[src/rtl/cdb_pkg.sv]
// ----------------------------------------------------------------------------
// cdb_pkg
// Types and constants shared by the common data bus (CDB) arbiter, the ROB and
// the reservation stations.
//   - CDB_TAG_W / CDB_DATA_W : default tag and result widths
//   - TAG_*                  : reservation-station tag encoding (TAG_NOTAG = idle)
//   - src_e                  : CDB sources in round-robin order (add, mult, ld)
//   - SRC_TAG_LO/HI          : legal tag range for each source, indexed by src_e
//   - next_src()             : round-robin successor of a source
// ----------------------------------------------------------------------------
package cdb_pkg;

    localparam int CDB_TAG_W  = 4;
    localparam int CDB_DATA_W = 64;

    localparam logic [CDB_TAG_W-1:0] TAG_NOTAG  = 4'd0;
    localparam logic [CDB_TAG_W-1:0] TAG_ADD_1  = 4'd1;
    localparam logic [CDB_TAG_W-1:0] TAG_ADD_2  = 4'd2;
    localparam logic [CDB_TAG_W-1:0] TAG_ADD_3  = 4'd3;
    localparam logic [CDB_TAG_W-1:0] TAG_MULT_1 = 4'd4;
    localparam logic [CDB_TAG_W-1:0] TAG_MULT_2 = 4'd5;
    localparam logic [CDB_TAG_W-1:0] TAG_LD_1   = 4'd6;
    localparam logic [CDB_TAG_W-1:0] TAG_LD_2   = 4'd7;
    localparam logic [CDB_TAG_W-1:0] TAG_LD_3   = 4'd8;
    localparam logic [CDB_TAG_W-1:0] TAG_ST_1   = 4'd9;
    localparam logic [CDB_TAG_W-1:0] TAG_ST_2   = 4'd10;

    localparam int NUM_SRC = 3;

    typedef enum logic [1:0] {
        SRC_ADD  = 2'd0,
        SRC_MULT = 2'd1,
        SRC_LD   = 2'd2
    } src_e;

    // Inclusive legal tag range per source, indexed by src_e.
    localparam int SRC_TAG_LO [NUM_SRC] = '{int'(TAG_ADD_1), int'(TAG_MULT_1), int'(TAG_LD_1)};
    localparam int SRC_TAG_HI [NUM_SRC] = '{int'(TAG_ADD_3), int'(TAG_MULT_2), int'(TAG_LD_3)};

    function automatic src_e next_src(input src_e s);
        case (s)
            SRC_ADD:  return SRC_MULT;
            SRC_MULT: return SRC_LD;
            default:  return SRC_ADD;
        endcase
    endfunction

endpackage

[src/rtl/cdb_slot.sv]
// ----------------------------------------------------------------------------
// cdb_slot
// Single-entry holding slot between one functional unit and the CDB arbiter.
// Ports:
//   clk, rst_n            clock, asynchronous active-low reset
//   flush                 discard the held result and any offer this cycle
//   in_valid/tag/data     result offered by the functional unit
//   in_ready              slot can take a result this cycle
//   grant                 arbiter is broadcasting this slot's content this cycle
//   full, tag, data       current slot content
//   tag_bad               an offer with an out-of-range tag was dropped this cycle
// ----------------------------------------------------------------------------
module cdb_slot #(
    parameter int DATA_W = 64,
    parameter int TAG_W  = 4,
    parameter int TAG_LO = 1,
    parameter int TAG_HI = 3
) (
    input  logic              clk,
    input  logic              rst_n,
    input  logic              flush,
    input  logic              in_valid,
    input  logic [TAG_W-1:0]  in_tag,
    input  logic [DATA_W-1:0] in_data,
    output logic              in_ready,
    input  logic              grant,
    output logic              full,
    output logic [TAG_W-1:0]  tag,
    output logic [DATA_W-1:0] data,
    output logic              tag_bad
);

    logic              full_q, full_d;
    logic [TAG_W-1:0]  tag_q, tag_d;
    logic [DATA_W-1:0] data_q, data_d;
    logic              tag_legal;
    logic              load;

    always_comb begin
        tag_legal = (int'(in_tag) >= TAG_LO) && (int'(in_tag) <= TAG_HI);
        // A slot that is being granted this cycle empties at the edge, so it
        // can take the next result at the same edge.
        in_ready  = rst_n & ~flush & (~full_q | grant);
        load      = in_valid & in_ready & tag_legal;
        tag_bad   = in_valid & in_ready & ~tag_legal;

        full_d = full_q;
        tag_d  = tag_q;
        data_d = data_q;
        if (flush) begin
            full_d = 1'b0;
        end else if (load) begin
            full_d = 1'b1;
            tag_d  = in_tag;
            data_d = in_data;
        end else if (grant) begin
            full_d = 1'b0;
        end
    end

    always_ff @(posedge clk or negedge rst_n) begin
        if (!rst_n) begin
            full_q <= 1'b0;
            tag_q  <= '0;
            data_q <= '0;
        end else begin
            full_q <= full_d;
            tag_q  <= tag_d;
            data_q <= data_d;
        end
    end

    assign full = full_q;
    assign tag  = tag_q;
    assign data = data_q;

endmodule

[src/rtl/cdb_arbiter.sv]
// ----------------------------------------------------------------------------
// cdb_arbiter
// Collects results from the adder, multiplier and load unit into one holding
// slot each and broadcasts at most one per cycle on the CDB, round-robin in
// the order add, mult, ld.
// Ports:
//   clk, rst_n                          clock, asynchronous active-low reset
//   CTRL_flush                          drop all pending results (from the ROB)
//   {add,mult,ld}_valid/tag/data/ready  per-source result handshake
//   cdb_id, cdb_data                    registered broadcast; cdb_id = notag when idle
//   tag_err                             sticky: an out-of-range tag was offered
// ----------------------------------------------------------------------------
module cdb_arbiter
    import cdb_pkg::*;
#(
    parameter int DATA_W = CDB_DATA_W,
    parameter int TAG_W  = CDB_TAG_W
) (
    input  logic              clk,
    input  logic              rst_n,
    input  logic              CTRL_flush,
    input  logic              add_valid,
    input  logic [TAG_W-1:0]  add_tag,
    input  logic [DATA_W-1:0] add_data,
    output logic              add_ready,
    input  logic              mult_valid,
    input  logic [TAG_W-1:0]  mult_tag,
    input  logic [DATA_W-1:0] mult_data,
    output logic              mult_ready,
    input  logic              ld_valid,
    input  logic [TAG_W-1:0]  ld_tag,
    input  logic [DATA_W-1:0] ld_data,
    output logic              ld_ready,
    output logic [TAG_W-1:0]  cdb_id,
    output logic [DATA_W-1:0] cdb_data,
    output logic              tag_err
);

    logic [NUM_SRC-1:0] src_valid;
    logic [NUM_SRC-1:0] src_ready;
    logic [NUM_SRC-1:0] slot_full;
    logic [NUM_SRC-1:0] slot_bad;
    logic [NUM_SRC-1:0] grant;
    logic [TAG_W-1:0]   src_tag  [NUM_SRC];
    logic [DATA_W-1:0]  src_data [NUM_SRC];
    logic [TAG_W-1:0]   slot_tag [NUM_SRC];
    logic [DATA_W-1:0]  slot_data[NUM_SRC];

    src_e              ptr_q, ptr_d;
    src_e              cand;
    src_e              gnt_idx;
    logic              gnt_any;
    logic [TAG_W-1:0]  cdb_id_q, cdb_id_d;
    logic [DATA_W-1:0] cdb_data_q, cdb_data_d;
    logic              tag_err_q, tag_err_d;

    assign src_valid   = {ld_valid, mult_valid, add_valid};
    assign src_tag[0]  = add_tag;
    assign src_tag[1]  = mult_tag;
    assign src_tag[2]  = ld_tag;
    assign src_data[0] = add_data;
    assign src_data[1] = mult_data;
    assign src_data[2] = ld_data;

    assign add_ready  = src_ready[0];
    assign mult_ready = src_ready[1];
    assign ld_ready   = src_ready[2];

    generate
        for (genvar gi = 0; gi < NUM_SRC; gi++) begin : g_slot
            cdb_slot #(
                .DATA_W (DATA_W),
                .TAG_W  (TAG_W),
                .TAG_LO (SRC_TAG_LO[gi]),
                .TAG_HI (SRC_TAG_HI[gi])
            ) u_slot (
                .clk      (clk),
                .rst_n    (rst_n),
                .flush    (CTRL_flush),
                .in_valid (src_valid[gi]),
                .in_tag   (src_tag[gi]),
                .in_data  (src_data[gi]),
                .in_ready (src_ready[gi]),
                .grant    (grant[gi]),
                .full     (slot_full[gi]),
                .tag      (slot_tag[gi]),
                .data     (slot_data[gi]),
                .tag_bad  (slot_bad[gi])
            );
        end
    endgenerate

    // Round-robin pick: scan from the pointer, first full slot wins. A flush
    // suppresses the grant so nothing pending leaks onto the bus.
    always_comb begin
        grant   = '0;
        gnt_any = 1'b0;
        gnt_idx = ptr_q;
        cand    = ptr_q;
        if (!CTRL_flush) begin
            for (int k = 0; k < NUM_SRC; k++) begin
                if (!gnt_any && slot_full[cand]) begin
                    gnt_any = 1'b1;
                    gnt_idx = cand;
                end
                cand = next_src(cand);
            end
        end
        if (gnt_any) begin
            grant[gnt_idx] = 1'b1;
        end

        ptr_d      = ptr_q;
        cdb_id_d   = TAG_NOTAG;
        cdb_data_d = cdb_data_q;
        tag_err_d  = tag_err_q | (|slot_bad);
        if (CTRL_flush) begin
            ptr_d = SRC_ADD;
        end else if (gnt_any) begin
            ptr_d      = next_src(gnt_idx);
            cdb_id_d   = slot_tag[gnt_idx];
            cdb_data_d = slot_data[gnt_idx];
        end
    end

    always_ff @(posedge clk or negedge rst_n) begin
        if (!rst_n) begin
            ptr_q      <= SRC_ADD;
            cdb_id_q   <= TAG_NOTAG;
            cdb_data_q <= '0;
            tag_err_q  <= 1'b0;
        end else begin
            ptr_q      <= ptr_d;
            cdb_id_q   <= cdb_id_d;
            cdb_data_q <= cdb_data_d;
            tag_err_q  <= tag_err_d;
        end
    end

    assign cdb_id   = cdb_id_q;
    assign cdb_data = cdb_data_q;
    assign tag_err  = tag_err_q;

endmodule

[config.mk]
export PLATFORM = sky130hd
export DESIGN_NAME = cdb_arbiter
export DESIGN_NICKNAME = d
export VERILOG_FILES = /design/src/rtl/cdb_pkg.sv /design/src/rtl/cdb_slot.sv /design/src/rtl/cdb_arbiter.sv
export SDC_FILE = /design/constraint.sdc
export NUM_CORES = 1
export LEC_CHECK = 0
export ABC_AREA = 1
export BUFFER_PORTS_ARGS = -buffer_cell sky130_fd_sc_hd__clkbuf_2
export CAP_MARGIN = 15
export CORE_ASPECT_RATIO = 0.5
export CORE_MARGIN = 1
export CORE_UTILIZATION = 41
export DETAILED_ROUTE_END_ITERATION = 10
export GPL_TIMING_DRIVEN = 0
export PLACE_DENSITY = 0.71
export SKIP_LAST_GASP = 1
export SLEW_MARGIN = 20
export SYNTH_ARGS = -nofsm -noshare
export SYNTH_HDL_FRONTEND = slang
export SYNTH_HIERARCHICAL = 1
export SYNTH_SLANG_ARGS = --single-unit
[constraint.sdc]
create_clock -name clk -period 5.03 [get_ports clk]
set_clock_uncertainty 0.05 [all_clocks]
set_input_delay 1.509 -clock clk [delete_from_list [all_inputs] [get_ports clk]]
set_output_delay 1.509 -clock clk [all_outputs]
set_load 0.01 [all_outputs]
After elaboration in Yosys (flattened, before gate mapping)
Cells that the tools add are included.
{"block": "word_totals", "elab_cells": 115, "output_inout_bits": 72, "register_bits": 278, "inputBits": 210}
{"block": "op_classes", "eq_ne": 3, "n_mux": 42, "magnitude_cmp": 12, "bitwise_logic": 25, "reduce_logical": 20}
{"op": "binary-select mux 64 bit (select 2 bit)", "count": 1}
{"op": "2-to-1 mux 64 bit", "count": 2}
{"op": "2-to-1 mux 1 bit", "count": 19}
{"op": "2-to-1 mux 4 bit", "count": 4}
{"op": "2-to-1 mux 2 bit", "count": 7}
{"op": "bitwise AND 1 bit", "count": 13}
{"op": "less-than comparator 2 x 3 -> 1 bit (second input constant)", "count": 4}
{"op": "case mux 2 bit (2 select lines)", "count": 3}
{"op": "nonzero test 3 bit", "count": 3}
{"op": "binary-select mux 4 bit (select 2 bit)", "count": 1}
{"op": "greater-or-equal comparator 4 x 3 -> 1 bit (second input constant)", "count": 2}
{"op": "AND reduction 2 bit", "count": 4}
{"op": "inverter 1 bit", "count": 7}
{"op": "binary-select mux 1 bit (select 2 bit)", "count": 3}
{"op": "== test 2 x 1 -> 1 bit (second input constant)", "count": 3}
{"op": "logical AND 1 bit", "count": 6}
{"op": "zero test 2 bit", "count": 3}
{"op": "greater-or-equal comparator 4 x 1 -> 1 bit (second input constant)", "count": 1}
{"op": "less-or-equal comparator 4 x 2 -> 1 bit (second input constant)", "count": 1}
{"op": "less-or-equal comparator 4 x 3 -> 1 bit (second input constant)", "count": 1}
{"op": "less-or-equal comparator 4 bit (second input constant)", "count": 1}
{"op": "OR 1 bit", "count": 4}
{"op": "greater-or-equal comparator 3 bit (second input constant)", "count": 1}
{"op": "2-to-1 mux 3 bit", "count": 1}
{"op": "6 further kinds", "count": 7}

Depth between registers and ports, before layout
Gate-level depths: netlist of the first run.
{"block": "depth", "ltp_word": 23, "depth_mapped": 23, "depth_no_buf": 19}

Modules after synthesis
The synthesis of the first run kept the hierarchy.
{"mod": "cdb_arbiter", "cells_per_inst": 761, "instances": 1, "area_each_um2": 4828.4, "seq_area_each_um2": 1776.7}
{"mod": "cdb_slot (g_slot[1].u_slot)", "cells_per_inst": 312, "instances": 1, "area_each_um2": 2861.5, "seq_area_each_um2": 1726.7}
{"mod": "cdb_slot (g_slot[2].u_slot)", "cells_per_inst": 312, "instances": 1, "area_each_um2": 2791.4, "seq_area_each_um2": 1726.7}
{"mod": "cdb_slot (g_slot[0].u_slot)", "cells_per_inst": 306, "instances": 1, "area_each_um2": 2690.1, "seq_area_each_um2": 1726.7}

Worst setup path after synthesis of the first run
Ideal clock, no wire load.
{"block": "synth_path", "kind": "in2out", "startpoint": "input CTRL_flush", "endpoint": "output mult_ready", "stages": 11, "setup_slack_ns": 0.847, "arrival_time_ns": 2.624, "required_ns": 3.471, "path_buffers": 2, "cell_sequence": "inv_1 -> nand2_1 -> inv_1 -> nand2_1 -> nand2_2 -> buf_6 -> nand2_1 -> nor2_2 -> nor2_1 -> nor2_4 -> buf_2"}
{"block": "synth_between", "elab_chain_len": 8, "word_cells_on_any_way": 12, "classes_between": "2 x order compare; 5 x mux; 4 x bitwise; 1 x reduce/logical"}
{"item": "from (decl)", "line": "cdb_arbiter.sv:21", "rtl": "input logic CTRL_flush,"}
{"item": "2-to-1 mux 2 bit", "line": "cdb_arbiter.sv:100", "rtl": "if (!CTRL_flush) begin"}
{"item": "less-than comparator 2 x 3 -> 1 bit (not written as such) or greater-or-equal comparator 2 x 1 -> 1 bit (tied branches)", "line": "cdb_arbiter.sv:110", "rtl": "grant[gnt_idx] = 1'b1;"}
{"item": "logical AND 1 bit (not written as such)", "line": "cdb_arbiter.sv:110"}
{"item": "2-to-1 mux 1 bit (not written as such)", "line": "cdb_arbiter.sv:110"}
{"item": "demux 1 bit (select 2 bit)", "line": "cdb_arbiter.sv:110"}
{"item": "2-to-1 mux 3 bit (*)", "line": "cdb_arbiter.sv:109", "rtl": "if (gnt_any) begin"}
{"item": "named net grant[1]", "line": "cdb_arbiter.sv:43", "rtl": "logic [NUM_SRC-1:0] grant;"}
{"item": "OR 1 bit (*)", "line": "cdb_slot.sv:43", "rtl": "in_ready = rst_n & ~flush & (~full_q | grant);"}
{"item": "bitwise AND 1 bit (*)", "line": "cdb_slot.sv:43"}
{"item": "to (decl)", "line": "cdb_arbiter.sv:29", "rtl": "output logic mult_ready,"}
Mark *: on every way through the listed nets, which the timed path passes. The rest lies on a longest branch.

Worst setup path after layout of the first run
Same ends and word-level chain as after synthesis.

==> results of run 1 <==
## final cells by class
cell class	instances	area share, %
flip-flops and latches	278	42.8
plain buffers	119	4.40
clock inverters	11	0.832
well taps	423	3.26
diodes	1	0.0154
repair buffers	288	9.93
multi-input cells	1237	32.5
clock buffers	37	4.88
inverters	57	1.33
## per-stage QoR
stage / utilization (%) / setup TNS (ps) / total power (W) / setup slack, ps / cells
detailed placement: 49.1 / -701 / 0.00602 / -554 / 2398
floorplan: - / 0 / 0.00490 / 847 / 1691
finish: 52.5 / 0 / 0.00821 / 134 / 2451
global placement: 48.8 / -1718320 / 0.00596 / -4870 / 2395
CTS: 52.4 / 0 / 0.00818 / 4.23 / 2449
global route: 52.5 / 0 / 0.00868 / 6.05 / 2451
## cell usage after synthesis, drive strengths merged
library cell	n
nand3	228
clkbuf	18
or2	2
o22ai	2
a21oi	2
inv	56
buf	101
dfrtp	278
nor3	2
o21ai	6
clkinv	1
nand4	92
or4	1
nand2	755
nor2	147
## cells by family (layout without fill, tap and decap cells)
logic type / count (synthesis) / in the layout / synth area share (%)
AOI/OAI and AO/OA: 10 / 10 / 0.399
buffers and inverters: 176 / 512 / 7.06
DFF: 278 / 278 / 52.8
other: 0 / 1 / 0
and+or+nand+nor: 1227 / 1227 / 39.7
## power breakdown
group	internal (W)	switching [W]	leakage, nW
clock	0.00125	0.000899	0.459
sequential	0.00286	0.000357	3.54
combinational	0.000960	0.00188	5.07
total	0.00507	0.00314	9.07
## flip-flops by register name, summed over array words and instances, names as in the netlist
name	flops
cdb_data	64
cdb_id	4
g_slot.u_slot/data	192
g_slot.u_slot/full	3
g_slot.u_slot/tag	12
ptr_q	2
tag_err	1
## metal layers
layer  up-vias  wire, um  global-route usage [%]
li1       6027         -                       -
met1      6091     18700                    35.9
met2       571     21300                    44.9
met3       125      3380                    4.94
met4         0      1920                    11.6
met5         -         0                       0
## critical path, stage by stage
cell	delay, ps
clkbuf_2	200
inv_1	180
nand2_1	70
inv_1	50
nand2_1	70
nand2_2	190
buf_6	190
nand2_1	90
nor2_2	190
nor2_1	120
nor2_4	120
clkbuf_4	200
clkbuf_2	160
## final timing paths
| check | startpoint | to | slack [ps] | cells after the start |
|---|---|---|---|---|
| setup / recovery | CTRL_flush | mult_ready | 130 | 13 |
| hold / removal | g_slot[2].u_slot/data[24]$_DFFE_PN0P_ | g_slot[2].u_slot/data[24]$_DFFE_PN0P_ | 420 | 2 |
| setup reg to reg | ptr_q[1]$_DFFE_PN0P_ | g_slot[1].u_slot/data[13]$_DFFE_PN0P_ | 1710 | 20 |
| hold reg to reg | g_slot[2].u_slot/data[24]$_DFFE_PN0P_ | g_slot[2].u_slot/data[24]$_DFFE_PN0P_ | 420 | 2 |
| max in group asynchronous | rst_n | g_slot[2].u_slot/data[28]$_DFFE_PN0P_ | 2970 | 4 |
| min in group asynchronous | rst_n | g_slot[0].u_slot/data[34]$_DFFE_PN0P_ | 780 | 1 |
## layout by cell type (no fill, tap or decap), types with 4 or more instances in the layout
cell,n
buf_2,59
buf_4,26
buf_6,13
clkbuf_1,20
clkbuf_16,28
clkbuf_2,280
clkbuf_8,8
clkinv_2,6
dfrtp_1,278
inv_1,53
nand2_1,747
nand2_2,7
nand3_1,225
nand4_1,92
nor2_1,137
nor2_2,4
nor2_4,6
## what timing repair did
item / 4_1_cts / 5_1_grt
setup endpoints to repair: 2 / 1
buffers inserted: 0 / 1
gates cloned: 3 / 0
resized for setup: 1 / 1
pin swaps: 0 / 1
==> results.sh, run 1 <==
export IMPL_die_y_um=129
export IMPL_routedWlPerCell_um=18.5
export IMPL_cts_root_buf="clkbuf_16"
export IMPL_design_area_sq_um=16200
export IMPL_cp_end_kind="output pin"
export IMPL_io_buffers=281
export IMPL_drcViolationCount=0
export IMPL_max_freq_mhz=204
export IMPL_fp_row_count=45
export IMPL_overflow=0
export IMPL_grt_pass1_wl_um=68600
export IMPL_num_nets_final=2218
export IMPL_ys_types=27
export IMPL_io_pins=282
export IMPL_drt_first_pass_iters=5
export IMPL_dpl_cell_area_sq_um=15200
export IMPL_p_leak_nw=9.07
export IMPL_cts_htree_levels=1
export IMPL_syn_inst=1691
export IMPL_grt_pass1_vias=12200
export IMPL_hold_viol_final=0
export IMPL_fin_crit_ps=4900
export IMPL_die_x_um=255
export IMPL_antenna_found_initial=2
export IMPL_startpoint_type="input port"
export IMPL_clk_pin_slew_ps=60
export IMPL_numCtsBuffers=27
export IMPL_gp_congestion=0.876
export IMPL_synth_top_cell_by_area="dfrtp_1"
export IMPL_cp_required_ps=3470
export IMPL_setup_violations_final=0
export IMPL_power_density_nw_per_um2=505
export IMPL_drive_above_1_share_pct=22.6
export IMPL_vdd_drop_max_v=0.000240
export IMPL_cts_tree="done"
export IMPL_dpl_hpwl_um=32300
export IMPL_worstPathArrival_ps=3340
export IMPL_grt_max_degree=53
export IMPL_grt_use_total_pct=27.3
export IMPL_cap_violations=0
export IMPL_ys_top_cells_by_area="dfrtp_1 (53%), nand2_1 (21%), nand3_1 (8.5%), nand4_1 (4.4%), nor2_1 (3.9%)"
export IMPL_multi_input_area_sq_um=5290
export IMPL_vias_per_cell=5.23
export IMPL_ys_ff_latch=278
export IMPL_worstPathMaxFanout=12
export IMPL_n_fill_cell=2967
export IMPL_worstMarginPinSlew_ps=684
export IMPL_synth_seq_area_share_pct=52.8
export IMPL_drtIter0Drc=1448
export IMPL_cts_buffer_depth=3
export IMPL_dr_total_vias=12800
export IMPL_worstSetupPathType="in2out"
export IMPL_clock_latency_ps=560
export IMPL_maxSlewHeadroom_pct=54.4
export IMPL_drtAntennaViolNets=0
export IMPL_slew_violations=0
export IMPL_core_area_sq_um=31000
export IMPL_status="complete, no violations"
export IMPL_syn_nets=1901
export IMPL_rsz0062_at_grt="false"
export IMPL_post_route_period_util_pct=97.3
export IMPL_ctsHoldBuffers=0
export IMPL_cts_sinks=278
export IMPL_die_area_sq_um=32900
export IMPL_wl_um=45300
export IMPL_synthToLayoutAreaGrowth_pct=23.4
export IMPL_synth_top_area_share_pct=52.8
export IMPL_regArea_sq_um=6960
export IMPL_syn_area_sq_um=13200
export IMPL_initial_core_util_pct=42.5
export IMPL_min_path_type="reg2reg"
export IMPL_avgSynthCellArea_sq_um=7.79
export IMPL_ys_warn_count=6
export IMPL_fin_hold_ws_ps=421
(Power assumes the default switching activity.)
==> inputs of run 2 (changes only) <==
CORE_MARGIN = 10   (was 1)
CORE_UTILIZATION = 59   (was 41)
PLACE_DENSITY = 0.93   (was 0.71)
==> results.sh, run 2 (same netlist as run 1, synthesis figures left out) <==
export IMPL_numCtsBuffers=25
export IMPL_cpPeakStageDelay_ps=320
export IMPL_drtIter0Drc=1993
export IMPL_grt_max_degree=74
export IMPL_switching_power_w=0.00318
export IMPL_maxSlewHeadroom_pct=51.2
export IMPL_startpoint_type="input port"
export IMPL_fin_crit_ps=4870
export IMPL_reg2reg_depth=21
export IMPL_overflow=0
export IMPL_cts_root_buf="clkbuf_16"
export IMPL_crit_top_cell="nand2_1"
export IMPL_slowest_stage="nor3_2"
export IMPL_clkPwrFrac_pct=24.6
export IMPL_antenna_found_initial=3
export IMPL_dr_total_vias=13400
export IMPL_initial_core_util_pct=60.4
export IMPL_grt_use_total_pct=31.1
export IMPL_cts_sinks=278
export IMPL_cts_buffer_depth=3
export IMPL_worstPathMaxFanout=12
export IMPL_drtAntennaViolNets=0
export IMPL_power_density_nw_per_um2=510
export IMPL_grt_pass1_wl_um=71600
export IMPL_multi_input_area_sq_um=5290
export IMPL_routed_wl_met2_um=21400
export IMPL_route_top_layer_used="met5"
export IMPL_wl_um=47300
export IMPL_post_route_period_util_pct=96.9
export IMPL_cp_cell_sequence="clkbuf_2 > inv_2 > nand2_1 > inv_1 > nand2_1 > nand2_2 > buf_6 > nor3_2 > inv_1 > nand2_1 > nand2_1 > inv_1 > clkbuf_2"
export IMPL_setup_violations_final=0
export IMPL_p_leak_nw=8.99
export IMPL_n_fill_cell=1685
export IMPL_num_nets_final=2214
export IMPL_dpl_hpwl_um=33700
export IMPL_cp_required_ps=3470
export IMPL_io_buffers=281
export IMPL_die_x_um=231
export IMPL_swShare_pct=39.2
export IMPL_routedWlPerCell_um=20.4
export IMPL_rsz0062_at_grt="false"
export IMPL_ctsHoldBuffers=0
export IMPL_vias_per_cell=5.76
export IMPL_cts_tree="done"
export IMPL_clock_latency_ps=550
export IMPL_drive_above_1_share_pct=22.4
export IMPL_synthToLayoutAreaGrowth_pct=21.1
export IMPL_tns_ps=0
export IMPL_power_w=0.00813
export IMPL_largest_reg_flops=192
export IMPL_worstPathArrival_ps=3310
export IMPL_core_area_sq_um=21800
export IMPL_drt_first_pass_iters=6
export IMPL_die_y_um=126
export IMPL_clk_pin_slew_ps=60
export IMPL_seqPwrFrac_pct=39.7
export IMPL_fp_row_count=38
export IMPL_cts_htree_levels=1
export IMPL_worstMarginPinSlew_ps=732
export IMPL_worstSetupPathType="in2out"
export IMPL_gp_congestion=0.968
export IMPL_io_pins=282
export IMPL_m1WireLength_um=17800
export IMPL_max_freq_mhz=205
export IMPL_cp_end_kind="output pin"
export IMPL_regArea_sq_um=6960
export IMPL_min_path_cells=2
export IMPL_wl_met3_um=5510
export IMPL_hold_viol_final=0
export IMPL_min_path_type="reg2reg"
export IMPL_slew_violations=0
export IMPL_cap_violations=0
export IMPL_final_common_cell="nand2_1"
export IMPL_final_cell_mix="nand2_1 (747), clkbuf_2 (280), dfrtp_1 (278)"
export IMPL_die_area_sq_um=29100
export IMPL_grt_pass1_vias=12900
export IMPL_p_int_w=0.00494
export IMPL_fin_hold_ws_ps=424
export IMPL_status="complete, no violations"
export IMPL_vdd_drop_max_v=0.000242
export IMPL_p_comb_share_pct=35.7
export IMPL_drcViolationCount=0
[run 2: cell count changes in the layout (fill, tap and decap cells not counted), sizes merged]
cell,before,now
buf,104,105
bufbuf,3,1
bufinv,3,2
clkbuf,337,335
clkinv,7,6
clkinvlp,2,0
diode,1,2
inv,56,57
[run 2: area by class of cell]
type                            count  share of cell area, %
Sequential cell                   278                   43.6
Clock inverter                      8                  0.588
Tap cell                          300                   2.35
Buffer                            119                   4.49
Multi-Input combinational cell   1237                   33.2
Inverter                           57                   1.36
Antenna cell                        2                 0.0314
Clock buffer                       36                   4.68
Timing Repair Buffer              286                   9.71
[run 2: per-stage QoR]
stage	cell area (sq um)	setup WS, ps	instances	util, %
3_5_place_dp	15000	-236	2275	68.9
2_1_floorplan	13200	847	1691	-
4_1_cts	15900	5.97	2320	73.0
3_3_place_gp	15000	-4700	2272	68.5
6_report	15900	158	2323	73.1
5_1_grt	15900	28.0	2323	73.1
[run 2: power by group through the flow]
stage / combinational (W) / clock (W) / sequential (W)
after floorplan: 0.00161 / 0 / 0.00328
after global placement: 0.00272 / 0 / 0.00321
after detailed placement: 0.00280 / 0 / 0.00324
after CTS: 0.00284 / 0.00200 / 0.00321
after global routing: 0.00317 / 0.00209 / 0.00328
final: 0.00290 / 0.00200 / 0.00323
[run 2: layer usage]
metal  vias up  track usage [%]
li1       6018                -
met1      6231             40.4
met2       950             48.8
met3       189             7.01
met4         2             14.7
met5         -                0
[run 2: path summary, 6_finish.rpt]
check                                                      start                                     to  slack, ps
max reg2reg                                 ptr_q[1]$_DFFE_PN0P_  g_slot[2].u_slot/data[52]$_DFFE_PN0P_       1650
max in group asynchronous                                  rst_n  g_slot[1].u_slot/data[23]$_DFFE_PN0P_       3020
max                                                   CTRL_flush                               ld_ready        160
min in group asynchronous                                  rst_n               cdb_data[34]$_DFFE_PN0P_        790
min                        g_slot[1].u_slot/data[19]$_DFFE_PN0P_  g_slot[1].u_slot/data[19]$_DFFE_PN0P_        420
min reg2reg                g_slot[1].u_slot/data[19]$_DFFE_PN0P_  g_slot[1].u_slot/data[19]$_DFFE_PN0P_        420
[run 2: repair_timing]
| item | in CTS | in global routing |
|---|---|---|
| cloned | 1 | 0 |
| gates resized for setup | 2 | 2 |
| buffers inserted | 0 | 1 |
| endpoints found under the setup margin | 1 | 2 |
| pin swaps | 0 | 1 |
[run 2: critical path: cells and delay by family]
family / cells / cell delay [ps]
buf+inv: 7 / 960
simple gates: 6 / 820
